`src/rtl/pix_pkg.sv`:
```
// Shared definitions for the CCD line-capture block.
// Holds the line-length constants, the capture state type and the FIFO entry layout.
// Imported by pix_fifo and pix_line_capture.
package pix_pkg;

   localparam int PIX_PER_LINE_NORM = 2087;
   localparam int PIX_PER_LINE_CAL  = 2048;
   localparam int FIFO_DEPTH        = 16;
   localparam int CNT_W             = 12;

   typedef enum logic [1:0] {
      IDLE   = 2'd0,
      SYNC   = 2'd1,
      ACTIVE = 2'd2,
      FULL   = 2'd3
   } cap_state_t;

   typedef struct packed {
      logic [15:0] dat;
      logic        first;
      logic        last;
   } pix_entry_t;

   // Expected pixels per line for the latched calibration selection.
   function automatic logic [CNT_W-1:0] line_len(input logic cal);
      return cal ? CNT_W'(PIX_PER_LINE_CAL) : CNT_W'(PIX_PER_LINE_NORM);
   endfunction

endpackage

```
`src/rtl/pix_fifo.sv`:
```
// Synchronous single-clock FIFO of pixel entries with flush.
// Latency: a push is visible at the head (empty deasserts) the cycle after it is written.
// Backpressure: push while full is ignored (caller flags it); pop while empty is ignored.
// Ports: clk/rst (async, active-high), flush (synchronous clear), push/push_dat,
//        pop, head (zero when empty), full, empty.
module pix_fifo
   import pix_pkg::*;
#(
   parameter int DEPTH = FIFO_DEPTH
) (
   input  logic       clk,
   input  logic       rst,
   input  logic       flush,
   input  logic       push,
   input  pix_entry_t push_dat,
   input  logic       pop,
   output pix_entry_t head,
   output logic       full,
   output logic       empty
);

   localparam int AW = $clog2(DEPTH);

   pix_entry_t     mem [DEPTH];
   logic [AW-1:0]  wr_ptr;
   logic [AW-1:0]  rd_ptr;
   logic [AW:0]    used;
   logic           do_push;
   logic           do_pop;

   assign full    = (used == (AW+1)'(DEPTH));
   assign empty   = (used == '0);
   assign do_push = push && !full;
   assign do_pop  = pop && !empty;

   // Head is forced to zero when empty so the stream outputs read zero at rest.
   assign head = empty ? '0 : mem[rd_ptr];

   always_ff @(posedge clk or posedge rst) begin
      if (rst) begin
         wr_ptr <= '0;
         rd_ptr <= '0;
         used   <= '0;
      end else if (flush) begin
         wr_ptr <= '0;
         rd_ptr <= '0;
         used   <= '0;
      end else begin
         if (do_push) wr_ptr <= wr_ptr + AW'(1);
         if (do_pop)  rd_ptr <= rd_ptr + AW'(1);
         used <= used + (AW+1)'(do_push) - (AW+1)'(do_pop);
      end
   end

   // Storage needs no reset: it is only observed through head, which is gated by empty.
   always_ff @(posedge clk) begin
      if (do_push) mem[wr_ptr] <= push_dat;
   end

endmodule

```
`src/rtl/pix_line_capture.sv`:
```
// Captures CCD pixel words per line into a 16-deep stream FIFO with first/last tags.
// Latency: detected pix_clk fall -> m_valid is 2 cycles; stream sustains 1 word/cycle.
// Backpressure: m_ready low fills the FIFO; further pixels are dropped and err_ovf is set.
// Ports: clk_80M, rst (async, active-high), en, cal_mode, pix_clk, pix_data, ccd_sh,
//        clr_err; stream m_data/m_valid/m_ready/m_first/m_last; line_cnt; err_ovf,
//        err_short, err_long (sticky).
module pix_line_capture
   import pix_pkg::*;
(
   input  logic        clk_80M,
   input  logic        rst,
   input  logic        en,
   input  logic        cal_mode,
   input  logic        pix_clk,
   input  logic [15:0] pix_data,
   input  logic        ccd_sh,
   input  logic        clr_err,
   output logic [15:0] m_data,
   output logic        m_valid,
   input  logic        m_ready,
   output logic        m_first,
   output logic        m_last,
   output logic [15:0] line_cnt,
   output logic        err_ovf,
   output logic        err_short,
   output logic        err_long
);

   // [0],[1] synchronizer flops, [2] edge-detect flop.
   logic [2:0]       pix_sync;
   logic [2:0]       sh_sync;
   logic             pix_evt;
   logic             sh_evt;
   logic [15:0]      pix_q;

   cap_state_t       state, state_nxt;
   logic [CNT_W-1:0] cnt, cnt_nxt;
   logic [CNT_W-1:0] n_len;
   logic             cal_lat, cal_nxt;
   logic [15:0]      line_nxt;
   logic             push_vld, push_nxt;
   pix_entry_t       push_dat, push_dat_nxt;
   logic             set_short, set_long, set_ovf;

   pix_entry_t       head;
   logic             fifo_full, fifo_empty;

   assign pix_evt = pix_sync[2] & ~pix_sync[1];
   assign sh_evt  = sh_sync[1] & ~sh_sync[2];

   always_ff @(posedge clk_80M or posedge rst) begin
      if (rst) state <= IDLE;
      else     state <= state_nxt;
   end

   // Pixel is handled before a coincident line event: a pixel completing the line
   // moves the working state to FULL, so the same-cycle line event closes it cleanly.
   always_comb begin
      state_nxt    = state;
      cnt_nxt      = cnt;
      cal_nxt      = cal_lat;
      line_nxt     = line_cnt;
      push_nxt     = 1'b0;
      push_dat_nxt = push_dat;
      set_short    = 1'b0;
      set_long     = 1'b0;
      n_len        = line_len(cal_lat);
      if (!en) begin
         state_nxt = IDLE;
         cnt_nxt   = '0;
         line_nxt  = '0;
      end else begin
         case (state)
            IDLE: state_nxt = SYNC;
            SYNC: begin
               // Pixels before the first line boundary belong to a partial line.
               if (sh_evt) begin
                  state_nxt = ACTIVE;
                  cnt_nxt   = '0;
                  cal_nxt   = cal_mode;
               end
            end
            ACTIVE: begin
               if (pix_evt) begin
                  push_nxt     = 1'b1;
                  push_dat_nxt = '{dat:   pix_q,
                                   first: (cnt == '0),
                                   last:  (cnt == n_len - CNT_W'(1))};
                  cnt_nxt      = cnt + CNT_W'(1);
                  if (cnt_nxt == n_len) state_nxt = FULL;
               end
               if (sh_evt) begin
                  if (state_nxt == FULL) begin
                     cnt_nxt   = '0;
                     line_nxt  = line_cnt + 16'd1;
                     state_nxt = ACTIVE;
                     cal_nxt   = cal_mode;
                  end else if (cnt_nxt != '0) begin
                     set_short = 1'b1;
                     cnt_nxt   = '0;
                  end
               end
            end
            FULL: begin
               if (pix_evt) set_long = 1'b1;
               if (sh_evt) begin
                  cnt_nxt   = '0;
                  line_nxt  = line_cnt + 16'd1;
                  state_nxt = ACTIVE;
                  cal_nxt   = cal_mode;
               end
            end
            default: state_nxt = IDLE;
         endcase
      end
   end

   // A push landing on a full FIFO is an overflow; pushes killed by a flush are not.
   assign set_ovf = push_vld && fifo_full && en;

   always_ff @(posedge clk_80M or posedge rst) begin
      if (rst) begin
         pix_sync  <= '0;
         sh_sync   <= '0;
         pix_q     <= '0;
         cnt       <= '0;
         cal_lat   <= 1'b0;
         line_cnt  <= '0;
         push_vld  <= 1'b0;
         push_dat  <= '0;
         err_ovf   <= 1'b0;
         err_short <= 1'b0;
         err_long  <= 1'b0;
      end else begin
         pix_sync  <= {pix_sync[1:0], pix_clk};
         sh_sync   <= {sh_sync[1:0], ccd_sh};
         pix_q     <= pix_data;
         cnt       <= cnt_nxt;
         cal_lat   <= cal_nxt;
         line_cnt  <= line_nxt;
         push_vld  <= push_nxt;
         push_dat  <= push_dat_nxt;
         // Set wins over a same-cycle clear.
         err_ovf   <= set_ovf   | (err_ovf   & ~clr_err);
         err_short <= set_short | (err_short & ~clr_err);
         err_long  <= set_long  | (err_long  & ~clr_err);
      end
   end

   pix_fifo #(.DEPTH(FIFO_DEPTH)) u_fifo (
      .clk      (clk_80M),
      .rst      (rst),
      .flush    (~en),
      .push     (push_vld),
      .push_dat (push_dat),
      .pop      (m_valid & m_ready),
      .head     (head),
      .full     (fifo_full),
      .empty    (fifo_empty)
   );

   assign m_valid = ~fifo_empty;
   assign m_data  = head.dat;
   assign m_first = head.first;
   assign m_last  = head.last;

endmodule

```
`config.mk`:
```
export PLATFORM = sky130hd
export DESIGN_NAME = pix_line_capture
export DESIGN_NICKNAME = d
export VERILOG_FILES = /design/src/rtl/pix_pkg.sv /design/src/rtl/pix_fifo.sv /design/src/rtl/pix_line_capture.sv
export SDC_FILE = /design/constraint.sdc
export NUM_CORES = 1
export LEC_CHECK = 0
export BUFFER_PORTS_ARGS = -buffer_cell sky130_fd_sc_hd__buf_2
export CORE_MARGIN = 1
export CORE_UTILIZATION = 53
export CTS_BUF_LIST = sky130_fd_sc_hd__clkbuf_8
export DETAILED_ROUTE_END_ITERATION = 8
export MAX_ROUTING_LAYER = met4
export PLACE_DENSITY = 0.74
export RECOVER_POWER = 25
export SLEW_MARGIN = 25
export SYNTH_ARGS = -nofsm -noshare
export SYNTH_HDL_FRONTEND = slang
export SYNTH_SLANG_ARGS = --single-unit
```
`constraint.sdc`:
```
create_clock -name clk_80M -period 9 [get_ports clk_80M]
set_clock_uncertainty 0.2 [all_clocks]
set_input_delay 0.45 -clock clk_80M [delete_from_list [all_inputs] [get_ports clk_80M]]
set_output_delay 0.45 -clock clk_80M [all_outputs]
set_load 0.005 [all_outputs]
```
# After elaboration in Yosys (flattened, before gate mapping)

Memories as Yosys holds them, arrays and structs flattened.
Cells that the tools add are included.

Output and inout port bits: 38
Logic and storage cells: 118
Input bits: 24
Memories: 1
Flip-flop bits (word level): 88
Bits in writable memories: 288

Bitwise operators: 13
Multiplexer cells: 46
Reduce and logical (&&, ||, !) cells: 16
Equality and inequality tests: 18
Add/subtract/negate cells: 7

Memories:

| memory     | words | width | rd ports | clocked after Yosys merged registers in | write ports | line           | source |
|---|---|---|---|---|---|---|---|
| u_fifo.mem | 16    | 18    | 1        | 0                                       | 1           | pix_fifo.sv:24 | `pix_entry_t mem [DEPTH];` |

Operator list:

| operator              | number |
|---|---|
| $mux 12               | 8 |
| $mux 16               | 4 |
| $pmux 16 s2           | 1 |
| $eq 12x12->1          | 2 |
| $pmux 12 s2           | 1 |
| $mux 18               | 1 |
| $add 16x1->16 const B | 1 |
| $mux 2                | 8 |
| $mux 4                | 4 |
| $mux 1                | 15 |
| $add 12x1->12 const B | 1 |
| $logic_not 12->1      | 1 |
| $reduce_bool 12->1    | 1 |
| $sub 12x1->12 const B | 1 |
| $ne 3x3->1 const B    | 3 |
| $add 4x1->4 const B   | 2 |
| $and 1x1->1           | 6 |
| $eq 2x2->1 const B    | 3 |
| $mux 6                | 1 |
| $ne 2x1->1 const B    | 3 |
| $ne 3x2->1 const B    | 2 |
| $pmux 2 s3            | 1 |
| $add 5x1->5           | 1 |
| $eq 5x5->1 const B    | 1 |
| other kinds (18)      | 28 |

# Longest topological paths before layout

Gate-level depths: netlist of run 1.

Word-level depth: 12
Gate-level depth with buffers: 14
Mapped depth without buffers: 13

# Cells and area by module

From an unflattened synthesis of run 1, not the netlist that was laid out.

Cell total of the unflattened synthesis: 928
Area, all modules: 15552.4 um^2

Modules (own cells, without submodules):

| module           | cells an instance | sequential area each (um^2) | instances | area each (um^2) |
|---|---|---|---|---|
| pix_fifo         | 583               | 8973.6                      | 1         | 12009.0 |
| pix_line_capture | 345               | 1876.8                      | 1         | 3543.4 |

# Least setup slack after synthesis of run 1

No wires, ideal clock.

Kind: register to register
Start: register u_fifo.used[2]
End: memory u_fifo.mem[4][0] (netlist name) (enable)
Arrival: 2.513 ns
Path buffers: 1
Library setup time: 0.416 ns
Stages on the path, launching flop included: 8
Setup slack: 5.871 ns
Required time: 8.384 ns
Clock period less this slack: 3.129 ns
Path through: dfrtp_1 > inv_1 > ha_1 > and3_1 > nor2b_1 > clkbuf_1 > nand2_1 > nor3_1

Word-level cells in the longest chain between the ends: 5

RTL lines:

| element                      | line           | source |
|---|---|---|
| start: declaration           | pix_fifo.sv:27 | `logic [AW:0] used;` |
| start signal: assignment     | pix_fifo.sv:51 | `used <= used + (AW+1)'(do_push) - (AW+1)'(do_pop);` |
| $eq 5x5->1                   | pix_fifo.sv:31 | `assign full = (used == (AW+1)'(DEPTH));` |
| $logic_not 1->1              | pix_fifo.sv:33 | `assign do_push = push && !full;` |
| $logic_and 1x1->1            | pix_fifo.sv:33 |  |
| $mux 1                       | pix_fifo.sv:57 | `if (do_push) mem[wr_ptr] <= push_dat;` |
| $mux 1 (not written as such) | pix_fifo.sv:57 |  |
| end: declaration             | pix_fifo.sv:24 |  |

No other way between the ends.

# Worst setup path after layout of run 1

Start: register u_fifo.rd_ptr[0]
End: output port m_last

Word-level cells in the longest chain between the ends: 2

RTL lines:

| element                  | line                   | source |
|---|---|---|
| start: declaration       | pix_fifo.sv:26         | `logic [AW-1:0] rd_ptr;` |
| start signal: assignment | pix_fifo.sv:50         | `if (do_pop) rd_ptr <= rd_ptr + AW'(1);` |
| $mem_v2 16x18            | -                      |  |
| $mux 18                  | pix_fifo.sv:37         | `assign head = empty ? '0 : mem[rd_ptr];` |
| end: declaration         | pix_line_capture.sv:22 | `output logic m_last,` |

No other way between the ends.

==> results of run 1 <==
## tightest hold or removal path, cell delays in order
cell and delay [ns]:
buf_2 0.22, nand2b_1 0.11, mux2i_1 0.06
## cell type report
class	count	area, sq um	share of cell area
flip-flops and latches	376	10900	0.616
multi-input cells	444	4210	0.239
clock buffers	64	881	0.0500
repair buffers	105	684	0.0388
well taps	378	473	0.0268
clock inverters	41	404	0.0229
inverters	29	110	0.00625
## power groups by stage
stage	Sequential (W)	Clock, W	Combinational (W)
floorplan	0.00203	0	0.000538
global placement	0.00209	0	0.000675
detailed placement	0.00210	0	0.000678
CTS	0.00206	0.00156	0.000689
global route	0.00208	0.00163	0.000746
finish	0.00206	0.00154	0.000671
## sequential cells by signal, indices dropped and copies added, names as in the netlist
signal / count
err_ovf: 1
u_fifo.mem: 288
push_dat: 18
u_fifo.rd_ptr: 4
push_vld: 1
pix_q: 16
line_cnt: 16
u_fifo.wr_ptr: 4
err_long: 1
cnt: 12
cal_lat: 1
u_fifo.used: 5
state: 2
sh_sync: 3
pix_sync: 3
err_short: 1
## cells in the mapped netlist (all sizes together) (12+ instances only)
library cell,instances
ha,14
o21ai,19
nor2b,22
nor2,36
a21oi,17
mux4,90
dfrtp,88
nor3,14
buf,20
clkbuf,32
edfxtp,288
inv,28
nand3,20
xnor2,15
and2,12
nand2,81
## through the flow
| stage | utilization | instances | setup WS (ns) | power, W | hold WS (ns) |
|---|---|---|---|---|---|
| after global placement | 0.573 | 1311 | 5.19 | 0.00277 | 0.137 |
| after CTS | 0.626 | 1437 | 4.51 | 0.00431 | 0.0485 |
| after floorplan | - | 901 | 5.87 | 0.00257 | 0.131 |
| final | 0.626 | 1437 | 4.66 | 0.00427 | 0.0890 |
| after detailed placement | 0.573 | 1311 | 5.17 | 0.00278 | 0.140 |
| after global routing | 0.626 | 1437 | 4.39 | 0.00445 | 0.0986 |
## cell families after synthesis
group,after synthesis,synth area share
muxes,101,0.139
AOI/OAI and AO/OA,69,0.0309
DFF,376,0.706
xor gates and xnor gates,23,0.0131
buffers and inverters,81,0.0225
and+or+nand+nor,236,0.0759
adders and majority gates,15,0.0127
## repair_timing
action | in CTS | in global routing
buffers inserted | 0 | 0
gates resized for setup | 0 | 0
hold buffers | 21 | 0
hold endpoints to repair | 58 | 0
## path summary, 6_finish.rpt
check,startpoint,to,slack [ns],cells after the start
min in group asynchronous,rst,line_cnt[5],0.59,3
setup reg to reg,cnt[0],line_cnt[6],5.44,9
setup / recovery,u_fifo.rd_ptr[0],m_last,4.66,5
max in group asynchronous,rst,u_fifo.rd_ptr[1],6.62,4
hold reg to reg,sh_sync[0],sh_sync[1],0.15,0
hold / removal,en,line_cnt[7],0.09,3
## routing by layer
layer | track usage | vias up
met5 | - | -
met4 | 0.0623 | 0
met3 | 0.0451 | 44
met2 | 0.360 | 331
met1 | 0.314 | 4254
li1 | - | 3697
==> impl_metrics.json, run 1 <==
{
  "final_cell_mix": "edfxtp_1, mux4_2, dfrtp_1, nand2_1, clkbuf_8",
  "syn_inst": 901,
  "rsz0062_at_grt": "no",
  "crit_type": "register to primary output",
  "grt_start_max_net_pins": 76,
  "first_global_vias": 8430,
  "cts.path.max_buffers": 3,
  "arrival_ns": 3.69,
  "critPathCaptureType": "primary output",
  "viasPerCell": 5.79,
  "required_ns": 8.35,
  "synth_top_area_frac": 0.563,
  "p_leak_nw": 6.37,
  "relSlewSlack": -0.0791,
  "port_buffers": 61,
  "crit_chain": "buf_4, mux4_2, mux4_2, nor2b_1, buf_2",
  "max_cap_viol_count": 1,
  "wl_met1_um": 13400,
  "status": "finished, violations left",
  "syn-num-nets": 940,
  "io_pins": 62,
  "grt_pass1_wl_um": 48500,
  "numCtsBuffers": 58,
  "slowest_stage": "dfrtp_4",
  "p_seq_frac": 0.483,
  "fin_crit_sh": 0.482,
  "first_pass_iters": 5,
  "syn-cell-area_sq_mm": 0.0154,
  "fp.coreArea_sq_mm": 0.0282,
  "cts.sinks": 376,
  "slew_viol_final": 38,
  "antenna_found_initial": 0,
  "start_kind": "register",
  "met2WireLength_um": 15200,
  "cts_tree": "built",
  "syn_area_per_cell_sq_um": 17.1,
  "cp_slowest_stage_delay_ns": 0.83,
  "die_area_sq_mm": 0.0297,
  "die_y_um": 172,
  "nets": 1053,
  "synth-seq-cells": 376,
  "async_flop_share": 0.234,
  "max_freq_ghz": 0.230,
  "hold_viol": 0,
  "critical-path-top-delay-family": "multiplexers",
  "antenna_left": 0,
  "p_int_w": 0.00321,
  "grt_usage": 0.231,
  "tightest_slew_ns": 1.61,
  "gp_congestion": 0.864,
  "wire_per_inst_um": 21.9,
  "dieWidth_um": 172,
  "drive_gt1_frac": 0.254,
  "yosysTopAreaCell": "edfxtp_1",
  "pwr-share-comb": 0.157,
  "synth_cell_types": 59,
  "htree_num_levels": 2,
  "hold_class": "input pin to register",
  "wirelength_um": 31400,
  "drt-initial-drc-count": 632,
  "ys.warnings.count": 0,
  "ys_seq_area_frac": 0.706,
  "mostFrequentLayoutCell": "edfxtp_1",
  "nFillCells": 1995,
  "synthTopCellsByArea": "edfxtp_1, dfrtp_1, mux4_2",
  "place_area_sq_mm": 0.0161,
  "clk_pin_slew_worst_paths_ns": 0.07,
  "p_sw_frac": 0.247,
  "fin_area_sq_mm": 0.0176,
  "synth-edff-count": 288,
  "clock_power_share": 0.360,
  "hpwl_um": 17800,
  "power.density_mw_per_mm2": 242,
  "via_count": 8326,
  "violations": "max-capacitance violations, max-slew violations",
  "grt.overflow.total": 0,
  "finalSetupTns_ns": 0,
  "fin_crit_ns": 4.34,
  "top_layer": "met4",
  "cts_root_buf": "clkbuf_8",
  "start_util": 0.546,
  "fp-row-count": 61,
  "setup_violations": 0,
  "switching_power_w": 0.00105,
  "synthFlopType": "edfxtp_1",
  "wl_met3_um": 2360,
  "clk_latency_ns": 0.60,
  "drc": 0,
  "crit_path_frequent_cell": "mux4_2",
  "diodes": 0,
  "area_delta_synth_final_pct": 14.6,
  "path_buf_inv": 2,
  "ir_worst_vdd_v": 0.000145,
  "critPathMaxFanout": 46
}
(Power assumes the default switching activity.)
==> run 2: changes to the inputs <==
--- a/config.mk
+++ b/config.mk
@@ -5,13 +5,14 @@
 export SDC_FILE = /design/constraint.sdc
 export NUM_CORES = 1
 export LEC_CHECK = 0
+export ABC_AREA = 1
 export BUFFER_PORTS_ARGS = -buffer_cell sky130_fd_sc_hd__buf_2
 export CORE_MARGIN = 1
 export CORE_UTILIZATION = 53
 export CTS_BUF_LIST = sky130_fd_sc_hd__clkbuf_8
 export DETAILED_ROUTE_END_ITERATION = 8
 export MAX_ROUTING_LAYER = met4
-export PLACE_DENSITY = 0.74
+export PLACE_DENSITY = 0.77
 export RECOVER_POWER = 25
 export SLEW_MARGIN = 25
 export SYNTH_ARGS = -nofsm -noshare
==> constraint.sdc (replaced) <==
create_clock -name clk_80M -period 3.6 [get_ports clk_80M]
set_clock_uncertainty 0.2 [all_clocks]
set_input_delay 0.18 -clock clk_80M [delete_from_list [all_inputs] [get_ports clk_80M]]
set_output_delay 0.18 -clock clk_80M [all_outputs]
set_load 0.005 [all_outputs]
==> run 2 against run 1 <==
Effect of this change:
- the run still ends with max-capacitance violations, max-slew violations left
- largest power group unchanged
- register-to-register slack got worse by 4.8 ns
- worst setup slack worse by 4.5 ns
- highest routed layer unchanged
- routed wire length grew 23%
- synthesized cell count up 51%
- hold slack got worse by 0.058 ns
- die area grew 2.2%
- total power rose to 2.6 times the previous value
==> impl_metrics.json, run 2 <==
{
  "syn_area_per_cell_sq_um": 11.5,
  "ctsHoldBuffers": 35,
  "synthTopCellsByArea": "edfxtp_1, dfrtp_1, o21ai_0",
  "antenna_left": 0,
  "critPathMaxFanout": 92,
  "top_regs": "u_fifo.mem x288, push_dat x18",
  "synth-seq-cells": 376,
  "cp_slowest_stage_delay_ns": 0.82,
  "tightest_slew_ns": 2.45,
  "final_cell_mix": "edfxtp_1, nor2_1, o21ai_0, nand2_1, inv_1",
  "setup_violations": 0,
  "status": "finished, violations left",
  "diodes": 0,
  "synth-edff-count": 288,
  "critPathCaptureType": "primary output",
  "async_flop_share": 0.234,
  "totalPowerFinal_w": 0.0109,
  "worst_slack_ns": 0.161,
  "wire_per_inst_um": 20.1,
  "rsz0062_at_grt": "no",
  "synthTopCellsByCount": "edfxtp_1, nor2_1, o21ai_0",
  "ys.warnings.count": 0,
  "wirelength_um": 38700,
  "top_register": "u_fifo.mem",
  "ir_worst_vdd_v": 0.000303,
  "via_count": 11100,
  "postCtsSetupBuffers": 0,
  "clk_pin_slew_worst_paths_ns": 0.06,
  "die_area_sq_mm": 0.0303,
  "fp.coreArea_sq_mm": 0.0289,
  "io_pins": 62,
  "syn_inst": 1364,
  "yosysMostFrequentCell": "edfxtp_1",
  "largest_reg_flops": 288,
  "finalNonFillerCells": 1919,
  "grt.overflow.total": 0,
  "gp_congestion": 0.947,
  "arrival_ns": 3.06,
  "mostFrequentLayoutCell": "edfxtp_1",
  "r2r_slack_ns": 0.65,
  "critical-path-top-delay-family": "compound AO/OA/AOI/OAI gates",
  "cts_root_buf": "clkbuf_8",
  "start_kind": "register",
  "slew_viol_final": 65,
  "area_delta_synth_final_pct": 15.6,
  "start_util": 0.543,
  "synth_top_area_frac": 0.550,
  "first_pass_iters": 5,
  "hold_viol": 0,
  "grt_start_max_net_pins": 101,
  "drc": 0,
  "drive_gt1_frac": 0.147,
  "place_inst": 1774,
  "crit_type": "register to primary output",
  "synth_cell_types": 43,
  "syn-num-nets": 1403,
  "grt_usage": 0.268,
  "max_cap_viol_count": 1,
  "fin_crit_sh": 0.955,
  "p_leak_nw": 6.95,
  "regArea_sq_mm": 0.0109,
  "dp_slack_ns": 0.662,
  "grt_pass1_wl_um": 60500,
  "cts_tree": "built",
  "cts.path.max_buffers": 3,
  "viasPerCell": 5.81,
  "hpwl_um": 21900,
  "violations": "max-capacitance violations, max-slew violations",
  "relSlewSlack": -0.638,
  "fin_util": 0.628,
  "finalSetupTns_ns": 0,
  "htree_num_levels": 2,
  "clk_latency_ns": 0.62,
  "drt-initial-drc-count": 1168,
  "fp-row-count": 62,
  "cts.sinks": 376,
  "syn-cell-area_sq_mm": 0.0157,
  "dieWidth_um": 174,
  "die_y_um": 174,
  "nets": 1524,
  "nFillCells": 2222,
  "path_buf_inv": 2,
  "required_ns": 3.22,
  "numCtsBuffers": 58,
  "antenna_found_initial": 0,
  "crit_chain": "buf_12, o21ai_0, o22ai_1, nor2_1, nor2_1, o21ai_0, a21oi_1, buf_2",
  "first_global_vias": 11000,
  "ys_seq_area_frac": 0.691,
  "cts_resized": 0,
  "power.density_mw_per_mm2": 602,
  "multi_input_area_sq_mm": 0.00433,
  "synthFlopType": "edfxtp_1",
  "port_buffers": 61,
  "slowest_stage": "dfrtp_4",
  "hold_class": "input pin to register",
  "max_freq_ghz": 0.291,
  "yosysTopAreaCell": "edfxtp_1",
  "fin_crit_ns": 3.44
}
## run 2: cell types whose count changed in the layout (fill, tap and decap cells not counted), sizes merged, moves of 22 or more
cell    previous run  this run
o22ai              1        25
nor2b             22         0
inv               46       102
o21ai             19       190
nor2              36       236
o221ai             0        52
mux4              90         0
nand2             81       174
nand3             20        67
## run 2: final cells by class
class / instances / share of cell area
clock buffers: 67 / 0.0508
clock inverters: 43 / 0.0178
inverters: 71 / 0.0147
multi-input cells: 843 / 0.238
flip-flops and latches: 376 / 0.598
well taps: 384 / 0.0264
repair buffers: 135 / 0.0543
## run 2: path summary, 6_finish.rpt
path | start | to | cells past startpoint
worst max register to register | u_fifo.used[3] | u_fifo.used[4] | 16
min in group asynchronous | rst | push_dat[4] | 3
worst min register to register | pix_sync[0] | pix_sync[1] | 0
worst max-delay path | u_fifo.rd_ptr[0] | m_data[14] | 8
worst min-delay path | pix_data[13] | pix_q[13] | 2
max in group asynchronous | rst | u_fifo.rd_ptr[0] | 3
## run 2: cells by family after synthesis
kind of cell,share of synthesized area
xor gates and xnor gates,0.00781
and+or+nand+nor,0.140
adders and majority gates,0.0124
AOI/OAI and AO/OA,0.113
DFF,0.691
buffers and inverters,0.0364
## run 2: stage by stage
step	area [sq um]	hold WS (ns)
3_3_place_gp	16600	0.0884
3_5_place_dp	16600	0.0893
6_report	18200	0.0306
4_1_cts	18200	0.00527
2_1_floorplan	15700	0.0114
5_1_grt	18200	0.0329
## run 2: power by group
part           internal, W  switching, W
logic             0.000736       0.00132
clock network      0.00207       0.00163
registers          0.00487      0.000317
total              0.00768       0.00326
## run 2: layer usage
layer,GRT usage,up-vias,part of all wire
met5,-,-,0
met1,0.347,5379,0.40
met3,0.0446,120,0.088
met4,0.118,0,0.042
met2,0.421,526,0.47
li1,-,5117,-
## run 2: worst register-to-register path: cells and delay by family, from the launching register on
kind                       cells  cell delay [ns]
buffers and inverters          5             0.38
xor gates and xnor gates       1             0.15
AOI/OAI and AO/OA              1             0.06
DFF                            1             0.39
and+or+nand+nor                5             0.59
adders and majority gates      4             1.08
